[src/rtl/echo_ranger_pkg.sv]
// Shared FSM encoding and default 50 MHz timing constants for the echo ranger.
package echo_ranger_pkg;

    typedef enum logic [2:0] {
        ST_IDLE,
        ST_TRIG,
        ST_WAIT_RISE,
        ST_MEASURE,
        ST_HOLDOFF
    } state_e;

    localparam int DEF_W              = 32;
    localparam int DEF_TRIG_CYCLES    = 500;
    localparam int DEF_TIMEOUT_CYCLES = 1_250_000;
    localparam int DEF_HOLDOFF_CYCLES = 500_000;
    localparam int DEF_CYCLES_PER_CM  = 2900;

    // Phase timer width; covers every default cycle count with room to spare.
    localparam int CNT_W = 32;

endpackage

[src/rtl/sync_2ff.sv]
// Two-flop synchroniser for asynchronous inputs; 2 cycles latency, no backpressure.
module sync_2ff #(
    parameter int WIDTH = 1
) (
    input  logic             clk,
    input  logic             rst_n,
    input  logic [WIDTH-1:0] d_i,
    output logic [WIDTH-1:0] q_o
);

    logic [WIDTH-1:0] meta_q;
    logic [WIDTH-1:0] sync_q;

    always_ff @(posedge clk or negedge rst_n) begin
        if (!rst_n) begin
            meta_q <= '0;
            sync_q <= '0;
        end else begin
            meta_q <= d_i;
            sync_q <= meta_q;
        end
    end

    assign q_o = sync_q;

endmodule

[src/rtl/echo_ranger.sv]
// Ultrasonic ranger: trigger pulse, echo high-time measurement with timeout and holdoff.
// Results are registered strobes; no backpressure. ECHO_RANGER_DISTANCE_EN adds distance_cm.
module echo_ranger
    import echo_ranger_pkg::*;
#(
    parameter int W              = DEF_W,
    parameter int TRIG_CYCLES    = DEF_TRIG_CYCLES,
    parameter int TIMEOUT_CYCLES = DEF_TIMEOUT_CYCLES,
    parameter int HOLDOFF_CYCLES = DEF_HOLDOFF_CYCLES,
    parameter int CYCLES_PER_CM  = DEF_CYCLES_PER_CM
) (
    input  logic         clk,
    input  logic         rst_n,
    input  logic         start,
    input  logic         continuous,
    input  logic         echo,
    output logic         trig,
    output logic [W-1:0] echo_duration,
    output logic         valid,
    output logic         timeout,
    output logic         busy
`ifdef ECHO_RANGER_DISTANCE_EN
    ,
    output logic [W-1:0] distance_cm
`endif
);

    localparam logic [CNT_W-1:0] TRIG_LAST = CNT_W'(TRIG_CYCLES - 1);
    localparam logic [CNT_W-1:0] TO_LAST   = CNT_W'(TIMEOUT_CYCLES - 1);
    localparam logic [CNT_W-1:0] HO_LAST   = CNT_W'(HOLDOFF_CYCLES - 1);
    localparam logic [W-1:0]     MEAS_MAX  = '1;

    if (W < 1 || TRIG_CYCLES < 1 || TIMEOUT_CYCLES < 1 || HOLDOFF_CYCLES < 1 || CYCLES_PER_CM < 1)
    begin : g_bad_cfg
        $error("echo_ranger: width and cycle parameters must be >= 1");
    end

    state_e           state_q, state_d;
    logic [CNT_W-1:0] cnt_q, cnt_d;
    logic [W-1:0]     meas_q, meas_d;
    logic [W-1:0]     dur_q, dur_d;
    logic             valid_q, valid_d;
    logic             timeout_q, timeout_d;
    logic             trig_q;
    logic             echo_s, echo_prev_q;
    logic             rise;

    sync_2ff #(.WIDTH(1)) u_echo_sync (
        .clk   (clk),
        .rst_n (rst_n),
        .d_i   (echo),
        .q_o   (echo_s)
    );

    // A level already high on entry to WAIT_RISE never produces a rise.
    assign rise = echo_s & ~echo_prev_q;

    always_comb begin
        state_d   = state_q;
        cnt_d     = cnt_q;
        meas_d    = meas_q;
        dur_d     = dur_q;
        valid_d   = 1'b0;
        timeout_d = 1'b0;
        unique case (state_q)
            ST_IDLE: begin
                cnt_d = '0;
                if (start || continuous) state_d = ST_TRIG;
            end
            ST_TRIG: begin
                if (cnt_q == TRIG_LAST) begin
                    state_d = ST_WAIT_RISE;
                    cnt_d   = '0;
                end else begin
                    cnt_d = cnt_q + 1'b1;
                end
            end
            ST_WAIT_RISE: begin
                if (rise) begin
                    state_d = ST_MEASURE;
                    meas_d  = W'(1);
                    cnt_d   = cnt_q + 1'b1;
                end else if (cnt_q >= TO_LAST) begin
                    state_d   = ST_HOLDOFF;
                    timeout_d = 1'b1;
                    cnt_d     = '0;
                end else begin
                    cnt_d = cnt_q + 1'b1;
                end
            end
            ST_MEASURE: begin
                // Echo fall wins over a coincident timeout so the strobes stay exclusive.
                if (!echo_s) begin
                    state_d = ST_HOLDOFF;
                    dur_d   = meas_q;
                    valid_d = 1'b1;
                    cnt_d   = '0;
                end else if (cnt_q >= TO_LAST) begin
                    state_d   = ST_HOLDOFF;
                    timeout_d = 1'b1;
                    cnt_d     = '0;
                end else begin
                    cnt_d = cnt_q + 1'b1;
                    if (meas_q != MEAS_MAX) meas_d = meas_q + 1'b1;
                end
            end
            ST_HOLDOFF: begin
                if (cnt_q >= HO_LAST) begin
                    if (!echo_s) begin
                        state_d = ST_IDLE;
                        cnt_d   = '0;
                    end
                end else begin
                    cnt_d = cnt_q + 1'b1;
                end
            end
            default: state_d = ST_IDLE;
        endcase
    end

    always_ff @(posedge clk or negedge rst_n) begin
        if (!rst_n) begin
            state_q     <= ST_IDLE;
            cnt_q       <= '0;
            meas_q      <= '0;
            dur_q       <= '0;
            valid_q     <= 1'b0;
            timeout_q   <= 1'b0;
            trig_q      <= 1'b0;
            echo_prev_q <= 1'b0;
        end else begin
            state_q     <= state_d;
            cnt_q       <= cnt_d;
            meas_q      <= meas_d;
            dur_q       <= dur_d;
            valid_q     <= valid_d;
            timeout_q   <= timeout_d;
            trig_q      <= (state_d == ST_TRIG);
            echo_prev_q <= echo_s;
        end
    end

    assign trig          = trig_q;
    assign echo_duration = dur_q;
    assign valid         = valid_q;
    assign timeout       = timeout_q;
    assign busy          = (state_q != ST_IDLE);

`ifdef ECHO_RANGER_DISTANCE_EN
    localparam logic [CNT_W-1:0] CPC_LAST = CNT_W'(CYCLES_PER_CM - 1);

    logic [CNT_W-1:0] sub_q, sub_d, sub_base;
    logic [W-1:0]     acc_q, acc_d, acc_base;
    logic [W-1:0]     dist_q, dist_d;
    logic             rise_start;
    logic             step;

    // Every echo-high cycle counted by meas_q also advances the centimetre sub-counter.
    always_comb begin
        rise_start = (state_q == ST_WAIT_RISE) && rise;
        step       = rise_start || ((state_q == ST_MEASURE) && echo_s && (cnt_q < TO_LAST));
        sub_base   = rise_start ? '0 : sub_q;
        acc_base   = rise_start ? '0 : acc_q;
        sub_d      = sub_q;
        acc_d      = acc_q;
        dist_d     = dist_q;
        if (step) begin
            if (sub_base == CPC_LAST) begin
                sub_d = '0;
                acc_d = (acc_base == MEAS_MAX) ? acc_base : acc_base + 1'b1;
            end else begin
                sub_d = sub_base + 1'b1;
                acc_d = acc_base;
            end
        end
        if (valid_d) dist_d = acc_q;
    end

    always_ff @(posedge clk or negedge rst_n) begin
        if (!rst_n) begin
            sub_q  <= '0;
            acc_q  <= '0;
            dist_q <= '0;
        end else begin
            sub_q  <= sub_d;
            acc_q  <= acc_d;
            dist_q <= dist_d;
        end
    end

    assign distance_cm = dist_q;
`endif

endmodule

[config.mk]
export PLATFORM = sky130hd
export DESIGN_NAME = echo_ranger
export DESIGN_NICKNAME = d
export VERILOG_FILES = /design/src/rtl/echo_ranger_pkg.sv /design/src/rtl/sync_2ff.sv /design/src/rtl/echo_ranger.sv
export SDC_FILE = /design/constraint.sdc
export NUM_CORES = 1
export LEC_CHECK = 0
export ABC_AREA = 1
export CAP_MARGIN = 20
export CORE_AREA = 10 10 117 119
export DETAILED_ROUTE_END_ITERATION = 6
export DIE_AREA = 0 0 127 129
export GPL_ROUTABILITY_DRIVEN = 0
export PLACE_DENSITY = 0.79
export SYNTH_ARGS = -nofsm -noshare
export SYNTH_HDL_FRONTEND = slang
export SYNTH_HIERARCHICAL = 1
export SYNTH_SLANG_ARGS = --single-unit
[constraint.sdc]
create_clock -name clk -period 2.5 [get_ports clk]
set_input_delay 0.5 -clock clk [delete_from_list [all_inputs] [get_ports clk]]
set_output_delay 0.5 -clock clk [all_outputs]
set_load 0.02 [all_outputs]
Yosys cells after proc, flatten, opt, wreduce, memory -nomap -nowiden
Cells that the tools add are included.
Widths: inputs -> output; s select.

word-level totals
  bits in registers = 105
  input bits = 5
  output and inout bits = 36
  logic and storage cells = 63

cells by class
  add/sub/neg operators = 2
  $lt $le $gt $ge = 2
  eq/ne operators = 12
  multiplexer cells = 26
  bitwise gates (word level) = 3
  reductions and logical operators = 8

operator list
  kind                   count
  $mux 32                10
  $pmux 32 s5            1
  $add 32x1->32 const B  2
  $pmux 32 s2            1
  $eq 32x9->1 const B    1
  $ge 32x19->1 const B   1
  $ge 32x21->1 const B   1
  $ne 32x32->1 const B   1
  $mux 3                 7
  $pmux 3 s5             1
  $eq 3x1->1 const B     2
  $eq 3x2->1 const B     2
  $ne 2x2->1 const B     3
  $mux 1                 5
  $reduce_and 5->1       1
  $reduce_bool 5->1      1
  $reduce_and 2->1       2
  $eq 3x3->1 const B     1
  $logic_not 3->1        1
  $ne 3x3->1 const B     1
  $reduce_bool 3->1      1
  $ne 2x1->1 const B     1
  $not 1->1              2
  $pmux 1 s2             1
  other kinds (3)        3

Longest topological paths before layout
Gate-level depths: netlist (run 1).

  depth after elaboration = 5
  gate-level depth with buffers = 16
  mapped depth without buffers = 14

Cells and area by module
The synthesis (run 1) kept the hierarchy.

modules (own cells, without submodules)
  module       times used  cells an instance  area an instance (µm²)  seq. area each (µm²)
  echo_ranger  1           974                6595.1                  2577.5
  sync_2ff     1           2                  50.0                    50.0

Least setup slack after synthesis (run 1)
No wires, ideal clock.

  path kind = reg-to-reg
  start = register cnt_q[0]
  end = register cnt_q[14]
  setup time = 0.116 ns
  arrival time = 1.695 ns
  data required time = 2.384 ns
  slack = 0.689 ns
  stages on the path, launching flop included = 15
  buffers on the path = 2
  period minus slack after synthesis = 1.811 ns
  cells stage by stage = dfrtp_1 -> ha_1 -> nand3_2 -> a21oi_1 -> nand2_1 -> nand2_1 -> nand2_2 -> buf_6 -> nand3_2 -> nand2_1 -> nor2_1 -> nand2_2 -> buf_6 -> nand2_1 -> nand2_1

on the way
  word-level cells in the longest chain between the ends = 4
  elaborated cells between the ends (all ways) = 12
  those cells by class = add/sub: 1; order compare: 2; eq/ne: 2; mux: 6; reduce/logical: 1

ends and longest elaborated chain
  item                                           RTL line                              RTL
  start, declared                                echo_ranger.sv:39                     logic [CNT_W-1:0] cnt_q, cnt_d;
  start signal, assigned                         echo_ranger.sv:133                    cnt_q <= cnt_d;
  $add 32x1->32 or $ge 32x21->1 (tied branches)  n/a
  $mux 32                                        echo_ranger.sv:83, echo_ranger.sv:98
  $mux 32 (on tied branches)                     echo_ranger.sv:93, echo_ranger.sv:79
  $pmux 32 s5                                    echo_ranger.sv:65                     unique case (state_q)

Several ways; a longest one is shown, not always the timed one.
A chain may end at the register's enable or synchronous reset.

Worst setup path in the final report (run 1)
  start = register state_q[0]
  end = output port busy

on the way
  word-level cells in the longest chain between the ends = 1

ends and longest elaborated chain
  item                    RTL line            RTL
  start, declared         echo_ranger.sv:38   state_e state_q, state_d;
  start signal, assigned  echo_ranger.sv:132  state_q <= state_d;
  $reduce_bool 3->1       echo_ranger.sv:147  assign busy = (state_q != ST_IDLE);
  end, declared           echo_ranger.sv:21   output logic busy

Every way passes these cells.

==> out/results.ini, run 1 <==
[yosys]
synth.net_count = 983
netlist_area_um2 = 6645
ys_seq_elements = 105
yosysUniqueCellTypes = 40
postSynthCellCount = 976
synth_warnings = 6
yosysSeqAreaShare = 0.3954
synth-async-reset-ratio = 1.000
ys.flop_type = dfrtp_1
synth_enable_flop_cells = 0
syn_avg_cell_area_um2 = 6.809

[die]
die_area_um2 = 16380
die_h_um = 129
start_util = 0.5870
ios = 41
core_um2 = 11320
rows = 39
die_x_um = 127

[sta]
tightestPinTransition_ns = 0.6032
tns_ns = 0
finalHoldViolCount = 0
grt_setup_unrepaired = no
finalMaxSlewViolations = 0
period_needed_ns = 2.352
slew_headroom = 0.5945
max_clock_freq_mhz = 425.1
finalSetupViolations = 0
min_period_over_period = 0.9410
fin_worst_skew_ns = 0.009887

[place]
io_buffers = 40
dp_hpwl_um = 13630
postPlaceCellArea_um2 = 7233

[power]
swShare = 0.2277
p_switching_mw = 0.7159
peakVddDrop_uv = 476.0
power.density_nw_per_um2 = 418.0
p_leak_nw = 3.275
power.share.clock = 0.440
power_frac_seq = 0.541
internal_power_mw = 2.428
p_total_mw = 3.144
combPwrFrac = 0.019

[worst_setup_path]
cp_data_arrival_time_ns = 1.85
end_kind = output port
critical_path_class = register to output port
worst-path-max-fanout = 4
required_ns = 2.00
start_kind = register

[clock_tree]
cts_tree = yes
cts_sinks = 105
htree_levels = 3
cts_buffers = 9
clk_latency_ns = 0.36
clkTransAtPathRegs_ns = 0.07
post_cts_buffers = 0
cts_max_path_buffers = 2
root_buffer = clkbuf_16

[layout]
postLayoutCoreUtil = 0.6645
final_area_um2 = 7522
drive_above_1_share = 0.08407
nNetsFinal = 1025
antenna_cells = 0
syn2layout_area_growth_pct = 13.20

[route]
wl_per_cell_um = 15.37
wl_um = 17930
drc = 0
ant_nets = 0
vias = 6486
initialDrtViolationCount = 463
drt-vias-per-instance = 5.563
first_pass_iters = 5

[grt]
grt_max_degree = 43
grt_pass1_wl_um = 30610
antenna_found_initial = 0
first_global_vias = 6463
grt_usage = 0.2268
grt-ovfl-total = 0

[flow_run]
cap_viol_max_count = 0

[status]
outcome = finished, final reports clean

[min_path]
hold_path.class = input pin to asynchronous set/reset pin

## through the flow
step                setup WS, ns  hold WS (ns)  instances
floorplan                 0.6886        0.2044        976
global route             0.01125        0.1314       1166
CTS                       0.1327        0.1139       1166
global placement          0.3151        0.3354       1150
finish                    0.1476       0.09957       1166
detailed placement        0.2716        0.3387       1150
## layout by cell type, fill, tap and decap left out, types with 3 or more instances in the layout
cell             Yosys  layout
dfrtp_1            105     105
nand2_1            318     318
nor2_2               7       7
o21ai_1             32      32
nand3_1             86      86
nand2_2              6       6
nor2_1             127     127
or2_2                3       3
o21ai_0             30      30
nand4_1             29      29
a21oi_1              5       5
inv_1               79      79
nor3_1              38      38
o211ai_1             9       9
nor4_1               3       3
inv_2               18      17
clkdlybuf4s50_1      0      39
clkbuf_16            0       9
buf_4                4      20
xor2_1              19      19
xnor2_1              4       4
## sequential cells by signal (all words and copies together) (netlist names)
register            cells
cnt_q                  32
echo_duration          32
echo_prev_q             1
meas_q                 32
state_q                 3
timeout                 1
trig                    1
u_echo_sync/meta_q      1
u_echo_sync/q_o         1
valid                   1
## power by group through the flow
stage | logic, mW | registers [mW] | clock network [mW]
6_report | 0.0607 | 1.70 | 1.38
4_1_cts | 0.0628 | 1.70 | 1.41
2_1_floorplan | 0.0113 | 1.73 | 0
3_5_place_dp | 0.0628 | 1.73 | 0
3_3_place_gp | 0.0618 | 1.73 | 0
5_1_grt | 0.0687 | 1.70 | 1.46
## layout make-up
| type | count | area, um2 |
|---|---|---|
| clock buffers | 10 | 239.0 |
| inverters | 97 | 366.6 |
| well taps | 143 | 178.9 |
| multi-input cells | 744 | 3482 |
| repair buffers | 61 | 580.6 |
| fillers | 1003 | 3799 |
| flip-flops and latches | 105 | 2628 |
| clock inverters | 6 | 47.55 |
## final timing paths
check	startpoint	to	slack (ns)	cells past startpoint
min reg2reg	u_echo_sync/meta_q$_DFF_PN0_	u_echo_sync/q_o$_DFF_PN0_	0.35	0
min in group clk	u_echo_sync/meta_q$_DFF_PN0_	u_echo_sync/q_o$_DFF_PN0_	0.35	0
max	state_q[0]$_DFF_PN0_	busy	0.15	5
max reg2reg	cnt_q[0]$_DFFE_PN0P_	cnt_q[13]$_DFFE_PN0P_	0.21	13
max in group asynchronous	rst_n	echo_duration[7]$_DFFE_PN0P_	1.64	2
min	rst_n	cnt_q[9]$_DFFE_PN0P_	0.1	1
## cells in the mapped netlist (2+ instances only)
cell type / number / area (um2)
nor3_2: 2 / 20.02
buf_4: 4 / 30.03
nand4_1: 29 / 181.4
o21bai_1: 2 / 15.01
o211ai_1: 9 / 67.56
inv_1: 79 / 296.5
xnor2_1: 4 / 35.03
or2_2: 3 / 18.77
dfrtp_1: 105 / 2628
a21oi_1: 5 / 25.02
xor2_1: 19 / 166.4
buf_6: 4 / 45.04
nor3b_1: 2 / 15.01
nor4_1: 3 / 18.77
nor2_4: 2 / 22.52
nor2_8: 2 / 40.04
buf_2: 11 / 55.05
o21ai_0: 30 / 150.1
nor2_1: 127 / 476.7
nand2_4: 2 / 22.52
inv_2: 18 / 67.56
nor4_2: 2 / 25.02
nand2_1: 318 / 1194
nor2_2: 7 / 43.79
nand2_2: 6 / 37.54
nand3b_1: 2 / 15.01
nand3_2: 2 / 20.02
nand3_1: 86 / 430.4
ha_1: 2 / 25.02
clkbuf_1: 11 / 41.29
o21ai_1: 32 / 160.2
nor3_1: 38 / 190.2
## critical path: stages (launching register included)
cell             delay (ns)
dfrtp_1                0.54
inv_2                  0.09
nand2_1                0.13
nor2_1                 0.07
inv_1                  0.06
clkdlybuf4s50_1        0.59
## cells by family after synthesis
family | share of synthesized area
AO/OA/AOI/OAI | 0.07193
AND/OR/NAND/NOR | 0.4180
XOR/XNOR | 0.03031
flip-flops | 0.3954
adder cells (fa/ha/maj) | 0.003765
buffers and inverters | 0.08059
## routing by layer
layer / GRT usage / vias to the layer above / share of wire
met5: 0 / - / 0
met4: 0.1293 / 0 / 0.052
met3: 0.04887 / 75 / 0.053
met2: 0.3903 / 233 / 0.49
met1: 0.2561 / 2954 / 0.40
li1: - / 3224 / -
## timing repair
action | CTS | global route
resized for setup | 0 | 2
endpoints found under the setup margin | 0 | 2
hold buffers | 0 | 0
Note: power is estimated with default switching activity, not from simulation.
==> inputs of run 2 (changes only) <==
CORE_AREA = 2 2 109 111   (was 10 10 117 119)
DIE_AREA = 0 0 111 113   (was 0 0 127 129)
==> out/results.ini, run 2 (synthesis results as in run 1) <==
[die]
die_area_um2 = 12540  ; -23%
core_um2 = 11270  ; -0.43%
start_util = 0.5895  ; +0.002541
ios = 41  ; unchanged
die_x_um = 111  ; -13%
rows = 39  ; unchanged
die_h_um = 113  ; -12%

[layout]
syn2layout_area_growth_pct = 13.07
multi_input_area_um2 = 3482  ; unchanged
n_fill_cell = 1021  ; +1.8%
drive_above_1_share = 0.07776  ; -0.006311
postLayoutCoreUtil = 0.6666  ; +0.002100
final-seq-area_um2 = 2628  ; unchanged
antenna_cells = 0  ; unchanged
mostFrequentLayoutCells = 318 x nand2_1, 127 x nor2_1, 105 x dfrtp_1, 86 x nand3_1, 79 x inv_1
nNetsFinal = 1018  ; -0.68%
layout_commonest_cell = nand2_1

[status]
outcome = finished, final reports clean

[route]
drc = 0  ; unchanged
first_pass_iters = 5  ; unchanged
ant_nets = 0  ; unchanged
initialDrtViolationCount = 452  ; -2.4%
wl_um = 17510  ; -2.3%
drt-vias-per-instance = 5.572  ; +0.17%
wl_per_cell_um = 15.11  ; -1.7%
vias = 6458  ; -0.43%

[worst_setup_path]
critical_path_class = register to output port
cp_data_arrival_time_ns = 1.83  ; -0.02 ns
r2r_end = cnt_q[18]$_DFFE_PN0P_
r2r_start = cnt_q[1]$_DFFE_PN0P_
r2r_setup_slack_ns = 0.33  ; +0.12 ns
endpoint = busy
end_kind = output port
cp-startpoint = state_q[0]$_DFF_PN0_
required_ns = 2.00  ; about the same
worstRegToRegCells = 12  ; -1
worst-path-max-fanout = 4  ; unchanged
start_kind = register

[sta]
finalSetupViolations = 0  ; unchanged
tns_ns = 0  ; unchanged
min_period_over_period = 0.9329  ; -0.008098
max_clock_freq_mhz = 428.8  ; +0.87%
period_needed_ns = 2.332  ; -0.02025 ns
whs_ns = 0.09795  ; -0.001618 ns
tightestPinTransition_ns = 0.6634  ; +0.06014 ns
finalMaxSlewViolations = 0  ; unchanged
fin_worst_skew_ns = 0.01145  ; +0.001567 ns
grt_setup_unrepaired = no
slew_headroom = 0.5543  ; -0.04015
finalHoldViolCount = 0  ; unchanged

[clock_tree]
cts_buffers = 9  ; unchanged
post_cts_resize_count = 0  ; unchanged
cts_max_path_buffers = 2  ; unchanged
clkTransAtPathRegs_ns = 0.07  ; about the same
htree_levels = 3  ; unchanged
clk_latency_ns = 0.36  ; about the same
ctsHoldBuffers = 0  ; unchanged
cts_tree = yes
cts_sinks = 105  ; unchanged
root_buffer = clkbuf_16
post_cts_buffers = 0  ; unchanged

[flow_run]
cap_viol_max_count = 0  ; unchanged

[grt]
antenna_found_initial = 0  ; unchanged
first_global_vias = 6457  ; -0.093%
grt-ovfl-total = 0  ; unchanged
grt_max_degree = 42  ; -2.3%
grt_usage = 0.2986  ; +0.07184
grt_pass1_wl_um = 30450  ; -0.52%

[power]
p_leak_nw = 3.257  ; -0.56%
peakVddDrop_uv = 478.2  ; +0.47%
power.density_nw_per_um2 = 435.6  ; +4.2%

[min_path]
hold_path.class = input pin to asynchronous set/reset pin

[place]
dp_hpwl_um = 13210  ; -3.0%
io_buffers = 40  ; unchanged

## run 2: changes by cell type in the layout (fill, tap and decap cells not counted), sizes merged
cell | previous run | this run
buf | 22 | 15
clkbuf | 10 | 11
clkinv | 3 | 1
bufinv | 0 | 1
## run 2: routing by layer
metal / global-route usage / wire [um]
met1: 0.3601 / 7191
met2: 0.5141 / 8678
met3: 0.05356 / 815
met4: 0.1575 / 825
met5: 0 / 0
## run 2: worst min path at each step
stage / cells after the start / endpoint
after global placement: 0 / u_echo_sync/q_o$_DFF_PN0_
after floorplan: 0 / cnt_q[0]$_DFFE_PN0P_
after detailed placement: 0 / u_echo_sync/q_o$_DFF_PN0_
final: 1 / echo_duration[11]$_DFFE_PN0P_
after CTS: 1 / echo_duration[11]$_DFFE_PN0P_
after global routing: 1 / echo_duration[12]$_DFFE_PN0P_
## run 2: critical path, stage by stage (launching register included)
cell             delay, ns
dfrtp_1               0.53
inv_2                 0.09
nand2_1               0.13
nor2_1                0.07
inv_1                 0.06
clkdlybuf4s50_1       0.60
## run 2: report_power, final
part	internal (mW)	switching, mW	total [mW]
clock network	0.848	0.667	1.52
logic	0.0124	0.0425	0.0549
registers	1.70	0.00333	1.70
## run 2: final cells by class
cell class / count / share of cell area
multi-input cells: 744 / 0.4634
repair buffers: 54 / 0.07194
clock buffers: 11 / 0.03364
flip-flops and latches: 105 / 0.3497
clock inverters: 5 / 0.008993
inverters: 97 / 0.04846
well taps: 143 / 0.02381
## run 2: metrics by stage
step / total power, mW / worst slack, ns / area [um2] / instances
global placement: 1.793 / 0.4457 / 7193 / 1143
floorplan: 1.745 / 0.6886 / 6645 / 976
global route: 3.370 / 0.07555 / 7513 / 1159
finish: 3.273 / 0.1678 / 7513 / 1159
CTS: 3.293 / 0.1623 / 7513 / 1159
detailed placement: 1.794 / 0.3622 / 7193 / 1143
